File: src/rtl/db_arbiter_pkg.sv
// Shared types and constants for the two-requester data-break arbiter.
package db_arbiter_pkg;

  localparam int unsigned ADDR_W  = 15;
  localparam int unsigned DATA_W  = 12;
  localparam int unsigned CNT_W   = 10;
  localparam int unsigned STATE_W = 5;

  // CPU major-state codes shared with the processor core
  localparam logic [STATE_W-1:0] DB1 = 5'd6;
  localparam logic [STATE_W-1:0] DB2 = 5'd7;

  typedef enum logic [1:0] {
    ST_IDLE = 2'd0,
    ST_ARB  = 2'd1,
    ST_BRK  = 2'd2,
    ST_ACK  = 2'd3
  } arb_state_e;

  // Saturating increment for the break timeout counter
  function automatic logic [CNT_W-1:0] sat_inc(input logic [CNT_W-1:0] v);
    return (v == {CNT_W{1'b1}}) ? v : v + CNT_W'(1);
  endfunction

endpackage

File: src/rtl/db_arbiter_rr_pick.sv
// Two-way round-robin selector: on a tie the requester not served last wins.
module rr_pick
  import db_arbiter_pkg::*;
(
  input  logic       req0,
  input  logic       req1,
  input  logic       last,
  output logic [1:0] win_c
);

  // One-hot winner; last == 1 means requester 1 was served most recently
  always_comb begin
    win_c = 2'b00;
    if (req0 && (!req1 || last)) begin
      win_c = 2'b01;
    end else if (req1) begin
      win_c = 2'b10;
    end
  end

endmodule

File: src/rtl/db_arbiter.sv
// Arbitrates two DMA requesters onto the CPU data-break interface.
module db_arbiter
  import db_arbiter_pkg::*;
#(
  parameter logic [9:0] TMO_CYCLES = 10'd1000
) (
  input  logic          clk,
  input  logic          reset,
  input  logic          clear,
  input  logic [4:0]    state,
  input  logic          req0,
  input  logic          req1,
  input  logic          wr0,
  input  logic          wr1,
  input  logic [0:14]   addr0,
  input  logic [0:14]   addr1,
  input  logic [0:11]   dout0,
  input  logic [0:11]   dout1,
  output logic          gnt0,
  output logic          gnt1,
  output logic          done0,
  output logic          done1,
  output logic          err0,
  output logic          err1,
  output logic          data_break,
  output logic          to_disk,
  output logic [0:14]   dmaAddr,
  output logic [0:11]   dmaDOUT
);

  arb_state_e       state_q, state_d;
  logic [1:0]       gnt_q, gnt_d;
  logic [1:0]       done_q, done_d;
  logic [1:0]       err_q, err_d;
  logic             data_break_q, data_break_d;
  logic             to_disk_q, to_disk_d;
  logic [0:14]      dma_addr_q, dma_addr_d;
  logic [0:11]      dma_dout_q, dma_dout_d;
  logic [CNT_W-1:0] cnt_q, cnt_d;
  logic             last_q, last_d;
  logic [1:0]       win_c;
  logic             owner_req_c;
  logic             rst_c;

  assign rst_c       = reset | clear;
  assign owner_req_c = (gnt_q[0] & req0) | (gnt_q[1] & req1);

  rr_pick u_rr_pick (
    .req0  (req0),
    .req1  (req1),
    .last  (last_q),
    .win_c (win_c)
  );

  // State and output registers; IOCLR behaves exactly like reset
  always_ff @(posedge clk) begin
    if (rst_c) begin
      state_q      <= ST_IDLE;
      gnt_q        <= 2'b00;
      done_q       <= 2'b00;
      err_q        <= 2'b00;
      data_break_q <= 1'b0;
      to_disk_q    <= 1'b0;
      dma_addr_q   <= 15'o00000;
      dma_dout_q   <= 12'o0000;
      cnt_q        <= '0;
      last_q       <= 1'b1;
    end else begin
      state_q      <= state_d;
      gnt_q        <= gnt_d;
      done_q       <= done_d;
      err_q        <= err_d;
      data_break_q <= data_break_d;
      to_disk_q    <= to_disk_d;
      dma_addr_q   <= dma_addr_d;
      dma_dout_q   <= dma_dout_d;
      cnt_q        <= cnt_d;
      last_q       <= last_d;
    end
  end

  // Next-state and registered-output logic
  always_comb begin
    state_d      = state_q;
    gnt_d        = gnt_q;
    done_d       = 2'b00;
    err_d        = 2'b00;
    data_break_d = data_break_q;
    to_disk_d    = to_disk_q;
    dma_addr_d   = dma_addr_q;
    dma_dout_d   = dma_dout_q;
    cnt_d        = cnt_q;
    last_d       = last_q;
    unique case (state_q)
      ST_IDLE: begin
        gnt_d        = 2'b00;
        data_break_d = 1'b0;
        if (req0 || req1) state_d = ST_ARB;
      end
      ST_ARB: begin
        if (win_c != 2'b00) begin
          gnt_d        = win_c;
          dma_addr_d   = win_c[1] ? addr1 : addr0;
          dma_dout_d   = win_c[1] ? dout1 : dout0;
          to_disk_d    = win_c[1] ? ~wr1 : ~wr0;
          cnt_d        = '0;
          data_break_d = 1'b1;
          state_d      = ST_BRK;
        end else begin
          state_d = ST_IDLE;
        end
      end
      ST_BRK: begin
        cnt_d = sat_inc(cnt_q);
        // DB2 takes priority over a coincident timeout
        if (state == DB2) begin
          data_break_d = 1'b0;
          done_d       = gnt_q;
          last_d       = gnt_q[1];
          state_d      = ST_ACK;
        end else if (cnt_d >= TMO_CYCLES) begin
          data_break_d = 1'b0;
          err_d        = gnt_q;
          last_d       = gnt_q[1];
          state_d      = ST_ACK;
        end
      end
      ST_ACK: begin
        data_break_d = 1'b0;
        if (!owner_req_c) begin
          gnt_d   = 2'b00;
          state_d = ST_IDLE;
        end
      end
      default: state_d = ST_IDLE;
    endcase
  end

  assign gnt0       = gnt_q[0];
  assign gnt1       = gnt_q[1];
  assign done0      = done_q[0];
  assign done1      = done_q[1];
  assign err0       = err_q[0];
  assign err1       = err_q[1];
  assign data_break = data_break_q;
  assign to_disk    = to_disk_q;
  assign dmaAddr    = dma_addr_q;
  assign dmaDOUT    = dma_dout_q;

endmodule

File: config.mk
export PLATFORM = sky130hd
export DESIGN_NAME = db_arbiter
export DESIGN_NICKNAME = d
export VERILOG_FILES = /design/src/rtl/db_arbiter_pkg.sv /design/src/rtl/db_arbiter_rr_pick.sv /design/src/rtl/db_arbiter.sv
export SDC_FILE = /design/constraint.sdc
export NUM_CORES = 1
export LEC_CHECK = 0
export ABC_CLOCK_PERIOD_IN_PS = 2700
export BUFFER_PORTS_ARGS = -buffer_cell sky130_fd_sc_hd__clkbuf_2
export CAP_MARGIN = 20
export CORE_MARGIN = 8
export CORE_UTILIZATION = 47
export DETAILED_ROUTE_END_ITERATION = 10
export PLACE_DENSITY = 0.89
export SLEW_MARGIN = 0
export SYNTH_ARGS = -nofsm -noshare
export SYNTH_HDL_FRONTEND = slang
export SYNTH_SLANG_ARGS = --single-unit
File: constraint.sdc
create_clock -name clk -period 2.7 [get_ports clk]
set_input_delay 0.405 -clock clk [delete_from_list [all_inputs] [get_ports clk]]
set_output_delay 0.405 -clock clk [all_outputs]
set_load 0.03 [all_outputs]
==> key figures, run 1 <==
Run
  • Max Cap Viol: 0

Yosys
  • Synthesized area: 2320 µm²
  • Sequential fraction of the synthesis area: between 40% and 50%
  • Synth Area per Inst: roughly 9 µm²
  • Seq cells post-synth: 48
  • Post-synth cell types: between 40 and 50
  • Leading area contributor after synthesis: dfxtp_1
  • Top cells by area, synth: dfxtp_1, mux2i_1, a211oi_1
  • Synth top area share: 41.4%
  • Ys Warns: 0
  • Cells after Synth: roughly 260
  • Synth Net Count: 330

Setup path
  • Max Fanout on Critical Path: 10
  • Startpoint types: flop
  • Worst EP arrival: roughly 2.4 ns
  • CP Class: flop to flop
  • Critical R2R Launch: cnt_q[0]$_SDFFE_PP0P_
  • CP Launch Point: cnt_q[0]$_SDFFE_PP0P_
  • Worst Setup End Kind: flop
  • Required @ worst endpoint: 2.90 ns

Timing
  • Least-Margin Pin Slew: between 0.7 and 0.8 ns
  • Tmin final: around 2.2 ns
  • Fin. max-slew vios: 0
  • Maximum clock rate: 464 MHz
  • Worst slew margin: 50.7%
  • RSZ-0062 raised after global routing: false
  • Skew final: about 0.0045 ns
  • Final Cycle Share: roughly four fifths
  • Fin. Hold Viols: 0
  • Final TNS setup: 0 ns
  • Setup Viol. Count Final: 0

Drt
  • Pre-Repair DR Iteration Count: 4
  • Detailed-route via count: roughly 2300
  • Antenna Nets Post-Route: 0
  • Starting DRC count in detailed routing: between 150 and 200
  • Routed WL: 6.18 mm
  • Per-cell routed wire length: 14.6 µm
  • Via/cell ratio: 5.35
  • Residual DRC: 0

Clock tree
  • Clock-pin slew on the worst setup and hold paths: roughly 0.08 ns
  • Worst skew pair latency: roughly 0.3 ns
  • Post-CTS Setup Inserts: 0
  • Clk buf depth: 2
  • Post_cts resized: 0
  • CTS Buf Count: 5
  • CTS tree: yes
  • Root Buffer: clkbuf_8
  • # clock sinks: 48
  • Hold Buf Count CTS: 0
  • H-tree levels: 2

Finish
  • Layout cell share with drive strength beyond 1: between 30% and 40%
  • Layout area overhead: 27.5%
  • # diodes: 0
  • Nets: 422

GRT
  • Largest net degree at the start of global routing: 40
  • First-pass GRT wire length: about 10 mm
  • GRT Resource Usage Total: approximately 16%
  • Initial antenna violation count: 0
  • GRT overflow: 0
  • Vias in the first global route: 2298

Power and ir drop
  • PwrDens: roughly 450 nW/µm²
  • Pwr Total: about 1.3 mW
  • LEAKAGE: 1.24 nW
  • Maximum VDD drop: roughly 0.32 mV

Min path
  • Tightest Hold Check Type: input port to flop
  • Hold Path Origin: state[0]

Floorplanning
  • Die area: roughly 7400 µm²
  • Die height: between 80 and 90 µm
  • IO Pins: 101
  • Core region area: roughly 4800 µm²
  • Die width: ~86 µm
  • Initial cell density of the core: between 40 and 50%
  • Row Count: 25

Placement
  • Buffers on Ports: 100
  • Gpl congestion: roughly 0.96
  • Dpl hpwl: ~4.8 mm

Outcome
  • Status: finished clean
critical path: stages, from the launching register on:
cell and delay (ns):
dfxtp_1 0.47, ha_1 0.38, nand4_1 0.20, or3_1 0.48, a31o_1 0.26, a311oi_1 0.27
kinds of logic (layout without fill, tap and decap cells):
group | Yosys count | in the layout | share of synthesized area [%]
flops | 48 | 48 | 41.4
mux | 32 | 32 | 13.8
compound gates | 63 | 63 | 19.3
fa+ha+maj | 1 | 1 | 0.539
simple gates | 100 | 100 | 20.6
buf+inv | 19 | 112 | 4.31
registers in the layout, summed over array words and instances (netlist names), named ones only:
signal / flops
cnt_q: 10
dmaAddr: 15
to_disk: 1
done_q: 2
gnt_q: 2
data_break: 1
dmaDOUT: 12
last_q: 1
state_q: 1
err_q: 2
synthesized netlist by cell type (all sizes together):
library cell,instances
ha,1
or3,2
and2,3
a31oi,3
a21oi,7
dfxtp,48
o31ai,1
nor2,48
nor3,5
inv,1
a22oi,1
a311oi,3
mux2,1
nand3b,1
a41oi,2
a31o,1
clkbuf,6
nor2b,1
or2,1
o22ai,1
a32oi,2
a211oi,27
a21boi,2
nand2,18
buf,12
o211ai,1
nor4bb,1
o21ai,8
and3,4
nand4,2
nand2b,3
o32ai,1
nor4,1
a222oi,1
a21o,1
mux2i,31
nand4b,1
o221a,1
nand3,8
or3b,1
path summary, 6_finish.rpt:
check	end	slack, ns	cells after the start
min	done_q[1]$_SDFF_PP0_	0.36	3
max reg2reg	cnt_q[4]$_SDFFE_PP0P_	0.55	5
max	cnt_q[4]$_SDFFE_PP0P_	0.55	5
min reg2reg	to_disk$_SDFFE_PP0P_	0.47	2
per-layer routing:
layer / routed length, µm / share of wire, % / track usage (%) / vias to the layer above
met5: 0 / 0 / 0 / -
met4: 144 / 2.3 / 7.51 / 0
met3: 382 / 6.2 / 5.20 / 14
met2: 2940 / 48 / 28.0 / 83
met1: 2710 / 44 / 18.0 / 1019
li1: - / - / - / 1147
report_power, final:
part	switching (mW)	leakage [nW]	internal, mW
sequential	0.00821	0.388	0.720
combinational	0.109	0.813	0.0859
clock	0.232	0.0424	0.185
total	0.349	1.24	0.992
cells in the final DEF, fill, tap and decap left out, types with 3 or more instances in the layout:
cell,instances
mux2i_1,31
and3_1,3
nand3_1,8
nor3_1,4
clkbuf_2,100
a311oi_1,3
a31oi_1,3
o21ai_0,6
clkbuf_8,5
nor2_1,47
a211oi_1,27
dfxtp_1,48
nand2b_1,3
and2_1,3
a21oi_1,7
nand2_1,18
through the flow:
stage	area, µm²	worst slack (ns)	cells	util [%]	hold WS [ns]
global placement	2880	0.661	415	60.5	0.439
floorplan	2320	0.777	263	-	0.499
CTS	2960	0.559	423	62.3	0.366
global route	2960	0.326	423	62.3	0.407
finish	2960	0.546	423	62.3	0.363
detailed placement	2880	0.577	415	60.5	0.454
final cells by class:
type,instances,area [µm²]
fill,433,1790
sequential,48,961
tap,67,83.8
clock inverter,1,8.76
clock buffer,7,76.3
inverter,1,3.75
multi-input combinational,196,1280
timing repair buffer,103,548
Note: power is estimated with default switching activity, not from simulation.
==> inputs of run 2 (changes only) <==
ABC_AREA = 1   (was default)
ABC_CLOCK_PERIOD_IN_PS = 2100   (was 2700)
clock period = 2.1 ns   (was 2.7 ns; I/O delays follow)
==> key figures, run 2 <==
GRT
  • GRT overflow: 0
  • First-pass GRT wire length: 10.4 mm
  • Initial antenna violation count: 0
  • GRT Resource Usage Total: 16.9%
  • Largest net degree at the start of global routing: between 50 and 60
  • Vias in the first global route: approximately 2400

Yosys
  • Seq cells post-synth: 48
  • Synth top area share: 40.7%
  • Ys async rst share: 0%
  • Cells after Synth: 350
  • Synth Net Count: roughly 420
  • Ys Warns: 0
  • Synth Area per Inst: a little under 7 µm²
  • Most used DFF post-synth: dfxtp_1
  • Sequential fraction of the synthesis area: between 40% and 50%
  • Post-synth cell types: 25
  • Top cells by area, synth: dfxtp_1, nand2_1, inv_1
  • Top cells by count, synth: nand2_1, inv_1, dfxtp_1, nand3_1, o211ai_1
  • Number of synthesized flops with an enable pin: 0
  • Synthesized area: 2360 µm²
  • Leading area contributor after synthesis: dfxtp_1
  • Most common cell in the synthesized netlist: nand2_1

Drt
  • Via/cell ratio: 4.87
  • Routed WL: 6.13 mm
  • Residual DRC: 0
  • Per-cell routed wire length: 11.9 µm
  • Antenna Nets Post-Route: 0
  • Detailed-route via count: around 2500
  • Starting DRC count in detailed routing: 156
  • Pre-Repair DR Iteration Count: 4

Power and ir drop
  • Maximum VDD drop: ~0.46 mV
  • LEAKAGE: between 1.5 and 2 nW
  • PwrDens: between 600 and 700 nW/µm²

Floorplanning
  • IO Pins: between 100 and 150
  • Die area: 7550 µm²
  • Row Count: 26
  • Die width: approximately 87 µm
  • Core region area: about 5000 µm²
  • Initial cell density of the core: 47.5%
  • Die height: between 80 and 90 µm

Finish
  • Layout cell share with drive strength beyond 1: approximately 28%
  • Number of flip-flops in the largest register: 15
  • Nets: between 500 and 600
  • Commonest non-fill, non-tap cell in the layout: nand2_1
  • Commonest non-fill, non-tap cells in the layout: nand2_1, clkbuf_2, inv_1, dfxtp_1, nand3_1
  • Layout area overhead: 30.5%
  • # diodes: 0

Setup path
  • Critical R2R Launch: cnt_q[0]$_SDFFE_PP0P_
  • Critical Path Most Common Cell: nand2_1
  • CP Class: flop to flop
  • Max Fanout on Critical Path: 6
  • CP cell instances: ha_1 > nand2_1 > nor2_2 > nand3_2 > nand2_1 > nand2_1 > nor2_2 > nand2_1 > nand2_1 > nand2_1 > a21oi_1 > o21ai_1
  • Startpoint types: flop
  • CP max stage delay: just under 0.4 ns
  • R2R setup slack: ~0.30 ns
  • Required @ worst endpoint: between 2 and 2.5 ns
  • CP Launch Point: cnt_q[0]$_SDFFE_PP0P_
  • Worst Setup End Kind: flop
  • Worst EP arrival: around 2.0 ns
  • Crit path max-delay cell type: dfxtp_1

Timing
  • Final Cycle Share: a little under nine tenths
  • Setup WS post-layout: around 0.3 ns
  • Tmin final: roughly 1.8 ns
  • Skew final: ~0.01 ns
  • Least-Margin Pin Slew: 0.410 ns
  • Maximum clock rate: about 560 MHz
  • Setup Viol. Count Final: 0
  • RSZ-0062 raised after global routing: false
  • Final TNS setup: 0 ns
  • Fin. Hold Viols: 0
  • Fin. max-slew vios: 0
  • Worst slew margin: 72.6%

Clock tree
  • CTS tree: yes
  • CTS Buf Count: 5
  • Post-CTS Setup Inserts: 0
  • # clock sinks: 48
  • Clk buf depth: 2
  • Hold Buf Count CTS: 0
  • Post_cts resized: 0
  • Clock-pin slew on the worst setup and hold paths: about 0.090 ns
  • Root Buffer: clkbuf_8
  • H-tree levels: 2
  • Worst skew pair latency: around 0.30 ns

Run
  • Max Cap Viol: 0

Placement
  • Setup WS pre-CTS: approximately 0.31 ns
  • Buffers on Ports: 100
  • Gpl congestion: ~0.9
  • Dpl hpwl: just under 5 mm

Min path
  • Hold Path Origin: wr1
  • Tightest Hold Check Type: input port to flop

Outcome
  • Status: finished clean
[run 2: cell types whose count changed after synthesis, moves of 5 or more]
cell | previous run | this run
nand2_1 | 18 | 107
o21ai_0 | 6 | 15
nor2_2 | 0 | 5
a211oi_1 | 27 | 0
mux2i_1 | 31 | 0
nand3_1 | 8 | 38
nor2_1 | 48 | 16
inv_1 | 1 | 54
o211ai_1 | 1 | 27
[run 2: worst max-delay path: cells and delay by family (launching register included)]
kind,cells,cell delay [ns]
adders and majority gates,1,0.21
DFF,1,0.39
and+or+nand+nor,9,0.91
AOI/OAI and AO/OA,2,0.20
[run 2: worst paths after layout]
kind,depth (start not counted),endpoint
worst max-delay path,12,last_q$_SDFFE_PP1P_
worst min-delay path,3,to_disk$_SDFFE_PP0P_
worst max register to register,12,last_q$_SDFFE_PP1P_
worst min register to register,2,data_break$_SDFFE_PP0P_
[run 2: routing by layer]
layer	part of all wire, %	wire length (µm)	GRT usage, %
met3	9.0	555	6.51
met2	46	2840	29.1
met1	43	2660	18.3
met5	0	0	0
met4	1.2	74	6.10
[run 2: through the flow]
stage	area, µm²	util [%]	hold WS [ns]	instances	power (mW)
final	3080	61.9	0.277	517	1.97
after global routing	3080	61.9	0.298	517	2.06
after CTS	3080	61.9	0.271	517	1.99
after detailed placement	2950	59.2	0.458	509	1.20
after global placement	2950	59.2	0.453	509	1.20
after floorplan	2360	-	0.443	350	1.10
[run 2: power breakdown]
part,switching [mW],internal (mW)
registers,0.0105,0.927
logic,0.145,0.0974
clock network,0.314,0.479
[run 2: final cells by class]
cell class	instances	area, µm²
timing repair buffer	104	556
sequential	48	961
clock buffer	5	68.8
tap	70	87.6
fill	439	1890
multi-input combinational	233	1140
inverter	54	203
clock inverter	3	68.8
[run 2: cells by family after synthesis]
logic type	share of synthesized area, %
and+or+nand+nor	31.5
AOI/OAI and AO/OA	15.4
xor gates and xnor gates	0.371
DFF	40.7
adders and majority gates	0.530
buffers and inverters	11.5
==> inputs of run 3 (changes only) <==
REMOVE_ABC_BUFFERS = 1   (was default)
==> key figures, run 3 (same netlist as run 2, synthesis figures left out) <==
Outcome
  • Status: finished clean

Finish
  • Number of flip-flops in the largest register: 15
  • Multi-input gate area: ~1100 µm²
  • Layout area overhead: 29.2%
  • Post-route insts no fill: 518
  • # diodes: 0
  • FF+latch area: between 900 and 1000 µm²
  • Commonest non-fill, non-tap cells in the layout: nand2_1, clkbuf_2, inv_1, dfxtp_1, nand3_1
  • Nets: between 500 and 600
  • Commonest non-fill, non-tap cell in the layout: nand2_1
  • Layout cell share with drive strength beyond 1: between 20% and 30%
  • Filler cell count: between 400 and 500

Drt
  • Starting DRC count in detailed routing: around 110
  • Pre-Repair DR Iteration Count: 4
  • Via/cell ratio: between 4 and 5
  • Detailed-route via count: between 2000 and 3000
  • Residual DRC: 0
  • Routed WL: about 6.2 mm
  • Per-cell routed wire length: between 10 and 15 µm
  • Antenna Nets Post-Route: 0

Timing
  • Fin. Hold Viols: 0
  • Final Cycle Share: 87.3%
  • Tmin final: 1.83 ns
  • Maximum clock rate: about 550 MHz
  • RSZ-0062 raised after global routing: false
  • Setup WS post-layout: about 0.27 ns
  • Setup Viol. Count Final: 0
  • Fin. max-slew vios: 0
  • Least-Margin Pin Slew: ~0.46 ns
  • Worst slew margin: between 60% and 70%
  • Skew final: around 0.017 ns

Setup path
  • R2R setup slack: between 0.2 and 0.3 ns
  • Startpoint types: flop
  • Required @ worst endpoint: 2.29 ns
  • Worst R2R End: last_q$_SDFFE_PP1P_
  • R2R cell count: 12
  • CP Class: flop to flop
  • Critical R2R Launch: cnt_q[0]$_SDFFE_PP0P_
  • CP cell instances: ha_1 > nand2_1 > nor2_2 > nand3_2 > nand3_1 > nand2_1 > nor2_2 > nand2_1 > nand2_1 > nand2_1 > a21oi_1 > o21ai_1
  • Worst Setup End Kind: flop
  • CP Launch Point: cnt_q[0]$_SDFFE_PP0P_
  • Worst EP arrival: 2.03 ns
  • Crit path max-delay cell type: dfxtp_1
  • CP max stage delay: a little under 0.4 ns
  • Critical Path Most Common Cell: nand2_1
  • Critical Path Sink: last_q$_SDFFE_PP1P_
  • Max Fanout on Critical Path: 6

Placement
  • Placed cell count: around 500
  • Gpl congestion: 0.871
  • Setup WS pre-CTS: about 0.34 ns
  • Dpl hpwl: ~4.9 mm
  • Buffers on Ports: 100

Power and ir drop
  • LEAKAGE: roughly 1.6 nW
  • PwrDens: between 600 and 700 nW/µm²
  • Pwr Total: about 1.8 mW
  • Comb pwr share: about an eighth
  • Clk pwr share: 36.1%
  • Maximum VDD drop: between 0.3 and 0.4 mV
  • Internal Power: roughly 1.4 mW
  • Seq pwr share: between 50% and 60%
  • Sw frac: between 20 and 30%
  • Sw power: 465 µW

Floorplanning
  • Die width: roughly 87 µm
  • Initial cell density of the core: between 40 and 50%
  • Die height: 86.9 µm
  • Core region area: 4980 µm²
  • IO Pins: around 100
  • Row Count: 26
  • Die area: around 7600 µm²

Run
  • Max Cap Viol: 0

Clock tree
  • Worst skew pair latency: ~0.31 ns
  • CTS tree: yes
  • CTS Buf Count: 5
  • Clk buf depth: 2
  • Hold Buf Count CTS: 0
  • H-tree levels: 2
  • Post_cts resized: 0
  • Post-CTS Setup Inserts: 0
  • # clock sinks: 48
  • Clock-pin slew on the worst setup and hold paths: 0.10 ns
  • Root Buffer: clkbuf_8

GRT
  • GRT overflow: 0
  • Vias in the first global route: 2292
  • First-pass GRT wire length: between 9 and 10 mm
  • GRT Resource Usage Total: ~16%
  • Largest net degree at the start of global routing: 58
  • Initial antenna violation count: 0

Min path
  • Tightest Hold Check Type: input port to flop
## run 3: cell types whose count changed in the layout (fill, tap and decap cells not counted), sizes merged
| cell | delta |
|---|---|
| buf | +1 |
| bufinv | -1 |
| clkinv | +1 |
| inv | -1 |
| clkinvlp | +1 |
## run 3: how the worst min path moves through the flow
stage / from / to / slack (ns) / cells past startpoint
final: wr0 / to_disk$_SDFFE_PP0P_ / 0.26 / 3
after global routing: wr0 / to_disk$_SDFFE_PP0P_ / 0.27 / 3
after CTS: wr0 / to_disk$_SDFFE_PP0P_ / 0.26 / 3
after detailed placement: data_break$_SDFFE_PP0P_ / data_break$_SDFFE_PP0P_ / 0.46 / 2
after global placement: data_break$_SDFFE_PP0P_ / data_break$_SDFFE_PP0P_ / 0.46 / 2
after floorplan: last_q$_SDFFE_PP1P_ / last_q$_SDFFE_PP1P_ / 0.44 / 2
## run 3: per-stage QoR
stage | hold slack, ns | cell area [µm²] | utilization (%) | setup TNS (ns)
after floorplan | 0.443 | 2290 | - | -31.18
after global placement | 0.456 | 2940 | 59.1 | 0
after detailed placement | 0.463 | 2940 | 59.1 | 0
after CTS | 0.260 | 3050 | 61.3 | 0
after global routing | 0.273 | 3050 | 61.3 | 0
final | 0.261 | 3050 | 61.3 | 0
## run 3: area by class of cell
| type | count | share of cell area [%] |
|---|---|---|
| timing repair buffer | 105 | 18.0 |
| inverter | 54 | 6.64 |
| tap | 70 | 2.87 |
| sequential | 48 | 31.5 |
| multi-input combinational | 233 | 37.3 |
| clock buffer | 5 | 2.26 |
| clock inverter | 3 | 1.39 |
## run 3: metal layers
layer	GRT usage, %	share of wire (%)
met4	6.26	1.3
met3	4.06	5.6
met2	28.2	51
met5	0	0
met1	17.5	42
## run 3: critical path: cells and delay by family, from the launching register on
family,cells,cell delay [ns]
DFF,1,0.39
adders and majority gates,1,0.22
AOI/OAI and AO/OA,2,0.22
and+or+nand+nor,9,0.91
## run 3: power groups by stage
stage	Clock, mW	Sequential (mW)	Combinational, mW
after CTS	0.675	0.937	0.242
after global placement	0	0.958	0.235
after global routing	0.721	0.939	0.266
after floorplan	0	0.989	0.0979
after detailed placement	0	0.958	0.241
final	0.663	0.937	0.240
